## config.mk

```make
export PLATFORM = sky130hd
export DESIGN_NAME = lsu_mem_ctrl
export DESIGN_NICKNAME = d
export VERILOG_FILES = /design/src/rtl/lsu_mem_ctrl.sv
export SDC_FILE = /design/constraint.sdc
export NUM_CORES = 1
export LEC_CHECK = 0
export ABC_AREA = 1
export BUFFER_PORTS_ARGS = -buffer_cell sky130_fd_sc_hd__buf_4
export CAP_MARGIN = 20
export CORE_ASPECT_RATIO = 1.25
export CORE_MARGIN = 1
export CORE_UTILIZATION = 32
export DETAILED_ROUTE_END_ITERATION = 6
export GPL_TIMING_DRIVEN = 0
export HOLD_SLACK_MARGIN = 0.1
export PLACE_DENSITY = 0.53
export SYNTH_ARGS = -nofsm -noshare
export SYNTH_HDL_FRONTEND = slang
export SYNTH_SLANG_ARGS = --single-unit
```

## constraint.sdc

```tcl
create_clock -name i_clk -period 5.5 [get_ports i_clk]
set_input_delay 1.65 -clock i_clk [delete_from_list [all_inputs] [get_ports i_clk]]
set_output_delay 1.65 -clock i_clk [all_outputs]
set_load 0.02 [all_outputs]
```

## src/rtl/lsu_mem_ctrl.sv

```systemverilog
// RV32I load/store unit: one word-aligned req/ack bus transaction per request,
// with alignment/funct3 checks, lane steering, load extension and bus timeout.
module lsu_mem_ctrl #(
    parameter int TIMEOUT_CYCLES = 255,
    parameter int CNT_W          = 16
) (
    input  logic        i_clk,
    input  logic        i_reset,
    input  logic        i_lsu_req,
    input  logic        i_lsu_wren,
    input  logic [2:0]  i_funct3,
    input  logic [31:0] i_addr,
    input  logic [31:0] i_st_data,
    output logic        o_lsu_ready,
    output logic        o_lsu_done,
    output logic        o_lsu_err,
    output logic [31:0] o_ld_data,
    output logic        o_mem_req,
    output logic        o_mem_we,
    output logic [31:0] o_mem_addr,
    output logic [3:0]  o_mem_be,
    output logic [31:0] o_mem_wdata,
    input  logic        i_mem_ack,
    input  logic [31:0] i_mem_rdata
);

    // state   | meaning
    // --------+------------------------------------------------------
    // IDLE    | ready for a core request
    // REQ     | bus request outstanding, timeout counter running
    // DONE    | one-cycle completion pulse, no error
    // ERR     | one-cycle completion pulse with error, no bus access
    typedef enum logic [1:0] {
        ST_IDLE = 2'd0,
        ST_REQ  = 2'd1,
        ST_DONE = 2'd2,
        ST_ERR  = 2'd3
    } state_t;

    localparam logic [CNT_W-1:0] TIMEOUT_TC = CNT_W'(TIMEOUT_CYCLES);

    state_t           state;
    state_t           state_nxt;

    logic             wren_q;
    logic [2:0]       funct3_q;
    logic [1:0]       addr_lo_q;
    logic [CNT_W-1:0] cnt;
    logic [CNT_W-1:0] cnt_inc;
    logic             timeout_hit;

    logic             req_illegal;
    logic [3:0]       be_dec;
    logic [31:0]      wdata_dec;
    logic [31:0]      ld_lane;
    logic [31:0]      ld_ext;

    // Request decode: legality, byte enables and replicated store data.
    always_comb begin
        req_illegal = 1'b0;
        be_dec      = 4'b1111;
        wdata_dec   = i_st_data;
        if (i_lsu_wren) begin
            req_illegal = i_funct3[2] | (i_funct3[1:0] == 2'b11);
        end else begin
            req_illegal = (i_funct3[1:0] == 2'b11) | (i_funct3[2] & i_funct3[1]);
        end
        case (i_funct3[1:0])
            2'b00: begin
                be_dec    = 4'b0001 << i_addr[1:0];
                wdata_dec = {4{i_st_data[7:0]}};
            end
            2'b01: begin
                be_dec    = 4'b0011 << i_addr[1:0];
                wdata_dec = {2{i_st_data[15:0]}};
                if (i_addr[0]) begin
                    req_illegal = 1'b1;
                end
            end
            2'b10: begin
                be_dec    = 4'b1111;
                wdata_dec = i_st_data;
                if (i_addr[1:0] != 2'b00) begin
                    req_illegal = 1'b1;
                end
            end
            default: begin
                be_dec    = 4'b1111;
                wdata_dec = i_st_data;
            end
        endcase
    end

    // Load lane extraction uses the captured offset, not the live core address.
    always_comb begin
        ld_lane = i_mem_rdata >> {addr_lo_q, 3'b000};
        case (funct3_q)
            3'd0:    ld_ext = {{24{ld_lane[7]}}, ld_lane[7:0]};
            3'd1:    ld_ext = {{16{ld_lane[15]}}, ld_lane[15:0]};
            3'd4:    ld_ext = {24'd0, ld_lane[7:0]};
            3'd5:    ld_ext = {16'd0, ld_lane[15:0]};
            default: ld_ext = ld_lane;
        endcase
    end

    always_comb begin
        cnt_inc     = cnt + CNT_W'(1);
        timeout_hit = (cnt_inc == TIMEOUT_TC);
    end

    always_ff @(posedge i_clk or posedge i_reset) begin
        if (i_reset) begin
            state <= ST_IDLE;
        end else begin
            state <= state_nxt;
        end
    end

    always_comb begin
        state_nxt = state;
        case (state)
            ST_IDLE: begin
                if (i_lsu_req) begin
                    state_nxt = req_illegal ? ST_ERR : ST_REQ;
                end
            end
            ST_REQ: begin
                // An ack in the same cycle as the timeout still completes normally.
                if (i_mem_ack) begin
                    state_nxt = ST_DONE;
                end else if (timeout_hit) begin
                    state_nxt = ST_ERR;
                end
            end
            ST_DONE: state_nxt = ST_IDLE;
            ST_ERR:  state_nxt = ST_IDLE;
            default: state_nxt = ST_IDLE;
        endcase
    end

    always_comb begin
        o_lsu_ready = 1'b0;
        o_lsu_done  = 1'b0;
        o_lsu_err   = 1'b0;
        case (state)
            ST_IDLE: o_lsu_ready = 1'b1;
            ST_DONE: o_lsu_done  = 1'b1;
            ST_ERR: begin
                o_lsu_done = 1'b1;
                o_lsu_err  = 1'b1;
            end
            default: o_lsu_ready = 1'b0;
        endcase
    end

    always_ff @(posedge i_clk or posedge i_reset) begin
        if (i_reset) begin
            wren_q      <= 1'b0;
            funct3_q    <= 3'd0;
            addr_lo_q   <= 2'd0;
            cnt         <= '0;
            o_ld_data   <= 32'd0;
            o_mem_req   <= 1'b0;
            o_mem_we    <= 1'b0;
            o_mem_addr  <= 32'd0;
            o_mem_be    <= 4'd0;
            o_mem_wdata <= 32'd0;
        end else begin
            case (state)
                ST_IDLE: begin
                    if (i_lsu_req) begin
                        wren_q    <= i_lsu_wren;
                        funct3_q  <= i_funct3;
                        addr_lo_q <= i_addr[1:0];
                        cnt       <= '0;
                        o_ld_data <= 32'd0;
                        if (!req_illegal) begin
                            o_mem_req   <= 1'b1;
                            o_mem_we    <= i_lsu_wren;
                            o_mem_addr  <= {i_addr[31:2], 2'b00};
                            o_mem_be    <= be_dec;
                            o_mem_wdata <= wdata_dec;
                        end
                    end
                end
                ST_REQ: begin
                    if (i_mem_ack) begin
                        o_mem_req <= 1'b0;
                        if (!wren_q) begin
                            o_ld_data <= ld_ext;
                        end
                    end else begin
                        cnt <= cnt_inc;
                        if (timeout_hit) begin
                            o_mem_req <= 1'b0;
                        end
                    end
                end
                default: begin
                    o_mem_req <= 1'b0;
                end
            endcase
        end
    end

endmodule

```

Yosys cells after proc, flatten, opt, wreduce, memory -nomap -nowiden
Cells that the tools add are included.

operators by class
  shift operators = 3
  $add $sub $neg = 1
  multiplexer cells = 27
  eq/ne operators = 16
  bitwise operators = 4
  reduce and logical (&&, ||, !) cells = 12

operator list
  cell                                                                number
  32-bit case mux with 2 select lines                                 2
  32-bit case mux with 4 select lines                                 1
  32-bit 2-to-1 mux                                                   3
  16-bit 2-to-1 mux                                                   2
  16-bit case mux with 2 select lines                                 1
  32-bit by 5-bit right shift with 32-bit output                      1
  16-bit by 1-bit adder with 16-bit output (second input constant)    1
  16-bit by 8-bit == test with 1-bit output (second input constant)   1
  1-bit 2-to-1 mux                                                    10
  2-bit != test (second input constant)                               5
  3-bit AND reduction                                                 3
  2-bit == test (second input constant)                               4
  2-bit 2-to-1 mux                                                    4
  4-bit case mux with 2 select lines                                  1
  3-bit == test (second input constant)                               2
  2-bit case mux with 3 select lines                                  1
  2-bit by 1-bit == test with 1-bit output (second input constant)    2
  2-bit logical NOT                                                   2
  1-bit case mux with 2 select lines                                  2
  2-bit AND reduction                                                 2
  4-bit AND reduction                                                 1
  2-bit nonzero test                                                  2
  1-bit by 2-bit << shifter with 4-bit output (first input constant)  1
  2-bit by 2-bit << shifter with 4-bit output (first input constant)  1
  7 further kinds                                                     8

storage, ports and cells
  bits in registers = 124

Logic depth before layout (Yosys ltp)
Gate-level depths: netlist (run 1).

  word-level depth = 8
  depth in mapped cells = 14
  depth with buffers taken out = 14

Least setup slack after synthesis (run 1)
No wires, ideal clock.

  kind = input to register
  start point = input port i_funct3[0]
  end point = register o_mem_wdata[24]
  buffers on the path = 1
  path slack = 2.585 ns
  data arrival time = 2.832 ns
  stages on the path = 9
  setup time = 0.083 ns
  data required time = 5.417 ns
  cells stage by stage = inv_1 > ha_1 > o21ai_0 > o21ai_1 > nor2_4 > inv_2 > clkbuf_1 > nand2_1 > o21ai_0

between the ends
  word-level cells in the longest chain between the ends = 7

ends and longest elaborated chain
  what                                        line    text
  start, declared                             11      input logic [2:0] i_funct3,
  2-bit == test                               64, 66
  1-bit bitwise OR, on equally long branches  66, 64
  1-bit 2-to-1 mux                            63      if (i_lsu_wren) begin
  1-bit 2-to-1 mux, on equally long branches  83, 76
  1-bit case mux with 2 select lines          68      case (i_funct3[1:0])
  1-bit inverter (no line)                    n/a
  3-bit AND reduction (no line)               n/a
  end signal, assigned                        182     o_mem_wdata <= wdata_dec;
  end, declared                               22      output logic [31:0] o_mem_wdata,

Several ways; a longest one is shown, not always the timed one.
A chain may end at the register's enable or synchronous reset.

Worst setup path after layout (run 1)
  start point = input port i_funct3[1]
  end point = register o_mem_addr[22]

between the ends
  word-level cells in the longest chain between the ends = 7

ends and longest elaborated chain
  what                                                       line    text
  2-bit == test / 1-bit bitwise AND (equally long branches)  64, 66
  1-bit bitwise OR, on equally long branches                 66, 64
  1-bit 2-to-1 mux                                           63
  1-bit 2-to-1 mux, on equally long branches                 83, 76
  1-bit case mux with 2 select lines (*)                     68
  1-bit inverter (no line) (*)                               n/a
  3-bit AND reduction (no line) (*)                          n/a
  end signal, assigned                                       180     o_mem_addr <= {i_addr[31:2], 2'b00};
  end, declared                                              20      output logic [31:0] o_mem_addr,

Mark *: on every way between the ends. The rest lies on a longest branch, timed or not.

==> flow_metrics.py, run 1 <==
metrics = {
    "run_status": {
        "run_status": "completed",
    },
    "floorplan": {
        "dieWidth_um": 126,
        "rows": 56,
        "dieArea_sq_mm": 0.0199,
        "fp.dieH_um": 157,
        "core_sq_mm": 0.0188,
        "start_util": 0.328,
        "io_pins": 209,
    },
    "timing": {
        "setup_viol": 0,
        "fmax_mhz": 325,
        "fin_crit_ps": 3080,
        "setup-tns-final_ps": 0,
        "worst_pin_slew_ps": 730,
        "rsz0062_at_grt": "no",
        "layout_setup_ws_ps": 2420,
        "slew_viol_final": 0,
        "final.period_utilization": 0.559,
        "hold_viol": 0,
        "clock-skew-final_ps": 10.9,
        "slew-limit-headroom": 0.512,
    },
    "worst_setup_path": {
        "worstSetupPathType": "input port to flop",
        "endpoint_kind": "flop",
        "path_max_fanout": 10,
        "crit_slowest_cell": "clkbuf_1",
        "crit_path_start_kind": "input port",
        "reg2reg_depth": 14,
        "cp_data_required_time_ps": 5850,
        "critical-path-max-stage-delay_ps": 440,
        "critPathMostFrequentCell": "nand2_1",
        "crit_chain": "buf_4 > inv_1 > ha_1 > o21ai_0 > o21ai_1 > nor2_4 > inv_2 > clkbuf_1 > nand2_1 > nand2_1",
        "worstPathArrival_ps": 3430,
    },
    "synth": {
        "ys_seq_area_frac": 0.502,
        "synth_edf_count": 0,
        "ys_types": 34,
        "yosys_warnings": 0,
        "synth_flop_cell": "dfrtp_1",
        "ys_ff_latch": 124,
        "synth_area_sq_mm": 0.00618,
        "netlist_instances": 780,
        "ys_async_sr_fraction": 1.00,
        "avgSynthCellArea_sq_um": 7.92,
    },
    "clock_tree": {
        "cts_tree": "done",
        "cts-root-buf": "clkbuf_16",
        "post_cts.repair.setup_buffers": 0,
        "clkLatencyLatePin_ps": 420,
        "numClockSinks": 124,
        "cts.clk_slew.worst_paths_ps": 60,
        "ctsHoldBuffers": 0,
        "htreeDepth": 4,
        "cts_made_buffers": 17,
        "clockBufferDepth": 2,
        "cts_resized": 0,
    },
    "power_and_ir_drop": {
        "max-vdd-ir-drop_uv": 209,
        "leakage_nw": 4.39,
        "p_total_w": 0.00456,
        "power.density_mw_per_mm2": 530,
    },
    "grt": {
        "antenna_found_initial": 0,
        "grt.overflow.total": 0,
        "grt_max_degree": 74,
        "grt_pass1_vias": 5834,
        "grt_pass1_wl_mm": 31.6,
        "grt_use_total": 0.207,
    },
    "cells_and_area": {
        "utilization": 0.456,
        "areaGrowthSynthToFinish_pct": 39.1,
        "drive_above_1_share": 0.278,
        "diodes": 0,
        "fin_nets": 1117,
    },
    "detailed_routing": {
        "antenna_left": 0,
        "drt_iter0_drc": 379,
        "vias_per_cell": 4.78,
        "drc": 0,
        "vias": 5986,
        "first_pass_iters": 5,
        "wl_per_cell_um": 15.8,
        "drt-total-wl_mm": 19.8,
    },
    "hold_path": {
        "min_path_cells": 2,
        "hold_class": "flop to flop",
    },
    "placement": {
        "pre_cts_slack_ps": 1900,
        "portBuffers": 206,
        "place.gp.congestion": 0.854,
        "dpl.hpwl_mm": 15.0,
    },
    "job": {
        "maxCapViolCount": 0,
    },
}
[worst paths after layout]
kind                                start        endpoint  slack, ps
max reg2reg                        cnt[0]       o_mem_req       3390
min reg2reg                o_mem_addr[24]  o_mem_addr[24]        470
max in group asynchronous         i_reset  o_mem_addr[26]       3480
min in group asynchronous         i_reset   o_mem_addr[5]       1280
min                        o_mem_addr[24]  o_mem_addr[24]        470
max                           i_funct3[1]  o_mem_addr[22]       2420
[final cells by class]
cell class	instances	area, sq um
fill	1912	10300
sequential	124	3100
multi-input combinational	558	2680
timing repair buffer	207	1570
clock buffer	18	429
tap	232	290
inverter	57	221
buffer	42	181
clock inverter	14	113
[critical path: cells and delay by family]
kind | cells | cell delay (ps)
simple gates | 3 | 310
compound gates | 2 | 390
fa+ha+maj | 1 | 270
buf+inv | 4 | 800
[logic make-up (layout without fill, tap and decap cells)]
kind of cell	count (synthesis)	in the layout	synth area share
adders and majority gates	6	6	0.0121
muxes	7	7	0.0113
and+or+nand+nor	371	371	0.249
AOI/OAI and AO/OA	172	172	0.161
other	1	2	0.000607
DFF	124	124	0.502
buffers and inverters	99	338	0.0644
[metrics by stage]
| step | cells | instance area (sq um) | hold slack [ps] |
|---|---|---|---|
| after floorplan | 781 | 6180 | 469 |
| after global placement | 1219 | 8020 | 456 |
| after detailed placement | 1220 | 8050 | 460 |
| after CTS | 1252 | 8600 | 474 |
| after global routing | 1252 | 8600 | 494 |
| final | 1252 | 8600 | 472 |
[Yosys cell counts (2+ instances only)]
master      n  share of area
a21oi_2     2         0.0028
mux2i_1     7          0.011
dfrtp_1   124           0.50
nand3_1    38          0.031
a21oi_1    39          0.032
nor2_2      3         0.0030
o22ai_1     5         0.0051
clkinv_1    2         0.0012
nor2_4      3         0.0055
clkbuf_1   31          0.019
inv_2       8         0.0049
inv_1      46          0.028
o21ai_2     9          0.013
a31o_1      7         0.0099
nand3_2     3         0.0049
nand2_1   269           0.16
nand4_1     8         0.0081
ha_1        6          0.012
buf_2       7         0.0057
a32o_1      6         0.0097
nor2_1     43          0.026
buf_4       4         0.0049
o21ai_1     4         0.0032
o21ai_0    96          0.078
[sequential cells by signal, summed over array words and instances (netlist names)]
register     flops
addr_lo_q        2
cnt             16
funct3_q         3
o_ld_data       32
o_mem_addr      30
o_mem_be         4
o_mem_req        1
o_mem_wdata     32
o_mem_we         1
state            2
wren_q           1
[layer usage]
layer  up-vias  wire, um  GRT usage
li1       3002         -          -
met4         0       291     0.0660
met2       182     10200      0.361
met3        19      1250     0.0557
met1      2783      8140      0.246
met5         -         0          0
[placed cells by master, fill, tap and decap left out, types with 8 or more instances in the layout]
cell	Yosys	layout
nor2_1	43	43
clkbuf_16	0	17
inv_2	8	8
clkbuf_1	31	32
dfrtp_1	124	124
a21oi_1	39	39
o21ai_0	96	96
nand3_1	38	38
nand4_1	8	8
o21ai_2	9	9
inv_1	46	45
buf_4	4	210
nand2_1	269	269
[power by group]
part | switching [W] | leakage [nW] | internal (W)
combinational | 0.00127 | 2.54 | 0.000781
clock | 0.000462 | 0.251 | 0.000584
sequential | 0.000207 | 1.60 | 0.00126
total | 0.00194 | 4.39 | 0.00262
Note: power is estimated with default switching activity, not from simulation.
==> run 2: changes to the inputs <==
--- a/config.mk
+++ b/config.mk
@@ -5,7 +5,7 @@
 export SDC_FILE = /design/constraint.sdc
 export NUM_CORES = 1
 export LEC_CHECK = 0
-export ABC_AREA = 1
+export ABC_AREA = 0
 export BUFFER_PORTS_ARGS = -buffer_cell sky130_fd_sc_hd__buf_4
 export CAP_MARGIN = 20
 export CORE_ASPECT_RATIO = 1.25
==> constraint.sdc (replaced) <==
create_clock -name i_clk -period 3.02 [get_ports i_clk]
set_input_delay 0.906 -clock i_clk [delete_from_list [all_inputs] [get_ports i_clk]]
set_output_delay 0.906 -clock i_clk [all_outputs]
set_load 0.02 [all_outputs]
==> flow_metrics.py, run 2 <==
metrics = {
    "grt": {
        "grt_max_degree": 41,
        "antenna_found_initial": 0,
        "grt.overflow.total": 0,
        "grt_use_total": 0.196,
        "grt_pass1_wl_mm": 29.7,
        "grt_pass1_vias": 5644,
    },
    "worst_setup_path": {
        "r2r-start": "cnt[0]",
        "worstPathArrival_ps": 3000,
        "reg2reg_depth": 7,
        "crit_path_start_kind": "input port",
        "crit_slowest_cell": "nor2_1",
        "startpoint": "i_funct3[0]",
        "crit_chain": "buf_4 > inv_1 > ha_1 > buf_2 > nor2_1 > clkbuf_1 > mux2i_1 > a21oi_1",
        "reg2reg_slack_ps": 770,
        "endpoint_kind": "flop",
        "critical-path-max-stage-delay_ps": 660,
        "timing.rr.end": "o_mem_req",
        "endpoint": "o_mem_wdata[17]",
        "worstSetupPathType": "input port to flop",
        "cp_data_required_time_ps": 3320,
        "path_max_fanout": 10,
    },
    "power_and_ir_drop": {
        "swShare": 0.404,
        "power.switching_w": 0.00355,
        "max-vdd-ir-drop_uv": 450,
        "leakage_nw": 3.99,
        "pwr-share-seq": 0.322,
        "power.density_mw_per_mm2": 1040,
        "clkPwrFrac": 0.213,
        "combinationalPowerShare": 0.465,
        "p_total_w": 0.00880,
        "p_int_w": 0.00524,
    },
    "timing": {
        "slew-limit-headroom": 0.433,
        "layout_setup_ws_ps": 315,
        "rsz0062_at_grt": "no",
        "setup_viol": 0,
        "slew_viol_final": 0,
        "fmax_mhz": 370,
        "setup-tns-final_ps": 0,
        "worst_pin_slew_ps": 847,
        "fin_crit_ps": 2700,
        "clock-skew-final_ps": 7.59,
        "hold_viol": 0,
        "final.period_utilization": 0.896,
        "holdWs_ps": 466,
    },
    "floorplan": {
        "rows": 55,
        "io_pins": 209,
        "dieArea_sq_mm": 0.0193,
        "dieWidth_um": 125,
        "core_sq_mm": 0.0182,
        "start_util": 0.329,
        "fp.dieH_um": 155,
    },
    "cells_and_area": {
        "final_area_sq_mm": 0.00845,
        "nFillCells": 1745,
        "drive_above_1_share": 0.385,
        "layout_common_cells": "buf_4, dfrtp_1, nand2_1",
        "seq_area_sq_mm": 0.00310,
        "layout_commonest_cell": "buf_4",
        "diodes": 0,
        "multi_input_area_sq_mm": 0.00267,
        "areaGrowthSynthToFinish_pct": 40.6,
        "reg_top3": "o_ld_data x32, o_mem_wdata x32, o_mem_addr x30",
        "fin_nets": 912,
    },
    "clock_tree": {
        "cts-root-buf": "clkbuf_16",
        "ctsHoldBuffers": 0,
        "cts_made_buffers": 17,
        "cts_resized": 0,
        "post_cts.repair.setup_buffers": 0,
        "numClockSinks": 124,
        "clkLatencyLatePin_ps": 420,
        "clockBufferDepth": 2,
        "htreeDepth": 4,
        "cts_tree": "done",
        "cts.clk_slew.worst_paths_ps": 60,
    },
    "synth": {
        "synth_top_area_cell": "dfrtp_1",
        "synth_commonest_cells": "dfrtp_1, nand2_1, o21ai_0, mux2_2, nor2_1",
        "synth_edf_count": 0,
        "netlist_instances": 573,
        "yosys_warnings": 0,
        "ys_async_sr_fraction": 1.00,
        "ys_seq_area_frac": 0.516,
        "ys_top_cells_by_area": "dfrtp_1, mux2_2, mux2i_1",
        "synth_top_area_frac": 0.516,
        "synth_most_common_cell": "dfrtp_1",
        "ys_ff_latch": 124,
        "ys_types": 54,
        "avgSynthCellArea_sq_um": 10.5,
        "synth_flop_cell": "dfrtp_1",
        "synth_area_sq_mm": 0.00601,
    },
    "placement": {
        "dpl.hpwl_mm": 14.4,
        "pre_cts_slack_ps": -191,
        "portBuffers": 206,
        "place.gp.congestion": 0.863,
        "placed_area_sq_mm": 0.00791,
    },
    "detailed_routing": {
        "antenna_left": 0,
        "drc": 0,
        "drt_iter0_drc": 310,
        "vias_per_cell": 5.13,
        "vias": 5341,
        "drt-total-wl_mm": 18.6,
        "first_pass_iters": 4,
        "wl_per_cell_um": 17.9,
    },
    "run_status": {
        "run_status": "completed",
    },
    "hold_path": {
        "hold_class": "input port to asynchronous set/reset pin",
    },
    "job": {
        "maxCapViolCount": 0,
    },
}
==> run 2: cell count changes after synthesis, sizes merged, moves of 16 or more <==
cell | before | now
inv | 55 | 9
nand3 | 42 | 10
a22o | 0 | 19
nand2 | 271 | 64
a22oi | 0 | 16
mux2i | 7 | 24
o21ai | 109 | 50
mux2 | 0 | 44
==> run 2: per-stage QoR <==
step / std cells / util
detailed placement: 1011 / 0.434
floorplan: 574 / -
finish: 1042 / 0.463
global route: 1042 / 0.463
global placement: 1008 / 0.430
CTS: 1042 / 0.463
==> run 2: layout make-up <==
class | count | area share
Sequential cell | 124 | 0.367
Multi-Input combinational cell | 399 | 0.317
Timing Repair Buffer | 209 | 0.190
Clock buffer | 17 | 0.0504
Tap cell | 228 | 0.0338
Buffer | 42 | 0.0238
Clock inverter | 14 | 0.0135
Inverter | 9 | 0.00444
==> run 2: cells by family (layout without fill, tap and decap cells) <==
family                     after synthesis  after routing  synth area share
muxes                                   69             69             0.126
buffers and inverters                   51            291            0.0391
and+or+nand+nor                        156            156             0.120
DFF                                    124            124             0.516
AOI/OAI and AO/OA                      160            160             0.176
xor gates and xnor gates                 6              6           0.00875
adders and majority gates                6              6            0.0125
other                                    1              2          0.000624
==> run 2: critical path: cells and delay by family <==
family                   cells  cell delay, ps
adder cells (fa/ha/maj)      1             200
AO/OA/AOI/OAI                1              80
AND/OR/NAND/NOR              1             660
buffers and inverters        4             900
multiplexers                 1             260
==> run 2: power groups by stage <==
stage | registers [W] | logic, W | clock network, W
floorplan | 0.00360 | 0.00158 | 0
global placement | 0.00282 | 0.00409 | 0
detailed placement | 0.00286 | 0.00413 | 0
CTS | 0.00284 | 0.00413 | 0.00192
global route | 0.00293 | 0.00438 | 0.00201
finish | 0.00283 | 0.00409 | 0.00188
==> run 2: metal layers <==
layer  GRT usage  routed length, um  up-vias
met3      0.0506               1020       28
met2       0.340               9330      183
li1            -                  -     2508
met1       0.231               7820     2622
met4      0.0757                469        0
met5           0                  0        -
==> run 2: worst min-delay path by stage <==
stage	start	cells past startpoint	endpoint	slack [ps]
final	i_reset	2	o_mem_addr[11]	470
after global routing	i_reset	2	o_mem_addr[16]	480
after CTS	i_reset	2	o_mem_addr[16]	460
after detailed placement	o_ld_data[12]	2	o_ld_data[12]	470
after global placement	o_ld_data[12]	2	o_ld_data[12]	480
after floorplan	cnt[15]	1	cnt[15]	460
==> run 3: changes to the inputs <==
--- a/config.mk
+++ b/config.mk
@@ -10,11 +10,11 @@
 export CAP_MARGIN = 20
 export CORE_ASPECT_RATIO = 1.25
 export CORE_MARGIN = 1
-export CORE_UTILIZATION = 32
+export CORE_UTILIZATION = 50
 export DETAILED_ROUTE_END_ITERATION = 6
 export GPL_TIMING_DRIVEN = 0
 export HOLD_SLACK_MARGIN = 0.1
-export PLACE_DENSITY = 0.53
+export PLACE_DENSITY = 0.78
 export SYNTH_ARGS = -nofsm -noshare
 export SYNTH_HDL_FRONTEND = slang
 export SYNTH_SLANG_ARGS = --single-unit
==> flow_metrics.py, run 3 (synthesized netlist as in run 2, its figures left out) <==
metrics = {
    "run_status": {
        "run_status": "completed",
    },
    "timing": {
        "fin_crit_ps": 2660,
        "hold_viol": 0,
        "final.period_utilization": 0.881,
        "slew_viol_final": 0,
        "slew-limit-headroom": 0.460,
        "setup_viol": 0,
        "worst_pin_slew_ps": 807,
        "fmax_mhz": 376,
        "rsz0062_at_grt": "no",
        "clock-skew-final_ps": 6.89,
        "setup-tns-final_ps": 0,
    },
    "worst_setup_path": {
        "crit_slowest_cell": "a211oi_1",
        "timing.rr.end": "o_mem_req",
        "cp_data_required_time_ps": 3350,
        "worstSetupPathType": "input port to flop",
        "crit_path_start_kind": "input port",
        "crit_buf_inv": 5,
        "critPathTopFamily": "buffers and inverters",
        "critPathMostFrequentCell": "buf_2",
        "worstPathArrival_ps": 2990,
        "endpoint_kind": "flop",
        "r2r-start": "cnt[0]",
        "critical-path-max-stage-delay_ps": 380,
        "reg2reg_slack_ps": 770,
        "reg2reg_depth": 7,
        "path_max_fanout": 10,
        "crit_chain": "buf_4 > inv_1 > ha_1 > a21o_1 > a211oi_1 > nor2b_1 > buf_2 > buf_2 > buf_2 > nor2_1 > a21oi_1",
        "crit_cells": 11,
    },
    "clock_tree": {
        "clkLatencyLatePin_ps": 410,
        "cts_resized": 0,
        "cts.clk_slew.worst_paths_ps": 50,
        "clockBufferDepth": 2,
        "cts_made_buffers": 17,
        "numClockSinks": 124,
        "cts_tree": "done",
        "cts-root-buf": "clkbuf_16",
        "ctsHoldBuffers": 0,
        "post_cts.repair.setup_buffers": 0,
        "htreeDepth": 4,
    },
    "grt": {
        "grt_max_degree": 41,
        "antenna_found_initial": 0,
        "grt_use_total": 0.286,
        "grt_pass1_vias": 5450,
        "grt.overflow.total": 0,
        "grt_pass1_wl_mm": 27.6,
    },
    "floorplan": {
        "start_util": 0.515,
        "dieArea_sq_mm": 0.0125,
        "core_sq_mm": 0.0117,
        "fp.dieH_um": 125,
        "rows": 44,
        "io_pins": 209,
        "dieWidth_um": 100,
    },
    "cells_and_area": {
        "reg_top3": "o_ld_data x32, o_mem_wdata x32, o_mem_addr x30",
        "nFillCells": 881,
        "fin_nets": 912,
        "areaGrowthSynthToFinish_pct": 39.3,
        "fin_cells": 975,
        "drive_above_1_share": 0.385,
        "diodes": 0,
        "layout_commonest_cell": "buf_4",
        "layout_common_cells": "buf_4, dfrtp_1, nand2_1",
        "multi_input_area_sq_mm": 0.00267,
        "seq_area_sq_mm": 0.00310,
    },
    "detailed_routing": {
        "wl_per_cell_um": 17.8,
        "drc": 0,
        "antenna_left": 0,
        "vias_per_cell": 5.63,
        "first_pass_iters": 4,
        "drt_iter0_drc": 237,
        "drt-total-wl_mm": 17.4,
        "vias": 5494,
    },
    "hold_path": {
        "min_delay_worst_endpoint": "o_ld_data[3]",
        "min_path_cells": 1,
        "min_from": "o_ld_data[3]",
        "hold_class": "flop to flop",
    },
    "power_and_ir_drop": {
        "power.density_mw_per_mm2": 1050,
        "leakage_nw": 3.98,
        "max-vdd-ir-drop_uv": 523,
    },
    "placement": {
        "place.gp.congestion": 0.938,
        "portBuffers": 206,
        "dp.cells": 944,
        "dpl.hpwl_mm": 13.3,
    },
    "job": {
        "maxCapViolCount": 0,
    },
}
run 3: area by class of cell:
type,instances,share of cell area
flip-flops and latches,124,0.371
multi-input cells,399,0.319
repair buffers,209,0.192
clock buffers,19,0.0541
plain buffers,42,0.0241
well taps,161,0.0241
clock inverters,12,0.0111
inverters,9,0.00448
run 3: through the flow:
stage          worst slack (ps)  utilization  area [sq um]  hold slack (ps)  power [W]
6_report                    359        0.717          8370              495    0.00877
5_1_grt                     247        0.717          8370              509    0.00922
4_1_cts                     340        0.717          8370              495    0.00879
3_5_place_dp              -53.5        0.670          7820              483    0.00693
3_3_place_gp               -137        0.665          7760              476    0.00680
2_1_floorplan               520            -          6020              464    0.00518
run 3: where the power goes:
group	leakage (nW)	internal [W]	switching [W]
logic	2.20	0.00180	0.00230
registers	1.54	0.00239	0.000446
clock network	0.246	0.00109	0.000750
run 3: metal layers:
layer | global-route usage | routed length (um)
met5 | 0 | 0
met3 | 0.0612 | 1140
met1 | 0.340 | 6750
met4 | 0.156 | 901
met2 | 0.480 | 8600
run 3: worst max path at each step:
| stage | startpoint | end | slack [ps] |
|---|---|---|---|
| 2_1_floorplan | i_funct3[0] | o_mem_wdata[16] | 520 |
| 3_3_place_gp | i_reset | cnt[11] | -140 |
| 3_5_place_dp | i_funct3[0] | o_mem_wdata[17] | -50 |
| 4_1_cts | i_funct3[0] | o_mem_wdata[12] | 340 |
| 5_1_grt | i_funct3[0] | o_mem_wdata[12] | 250 |
| 6_report | i_funct3[0] | o_mem_wdata[12] | 360 |
run 3: worst register-to-register path: stages (launching register included):
cell and delay (ps):
dfrtp_1 460, ha_1 280, and3_1 180, buf_2 160, xnor2_1 130, a211o_1 280, a2111oi_2 490, a31oi_1 140
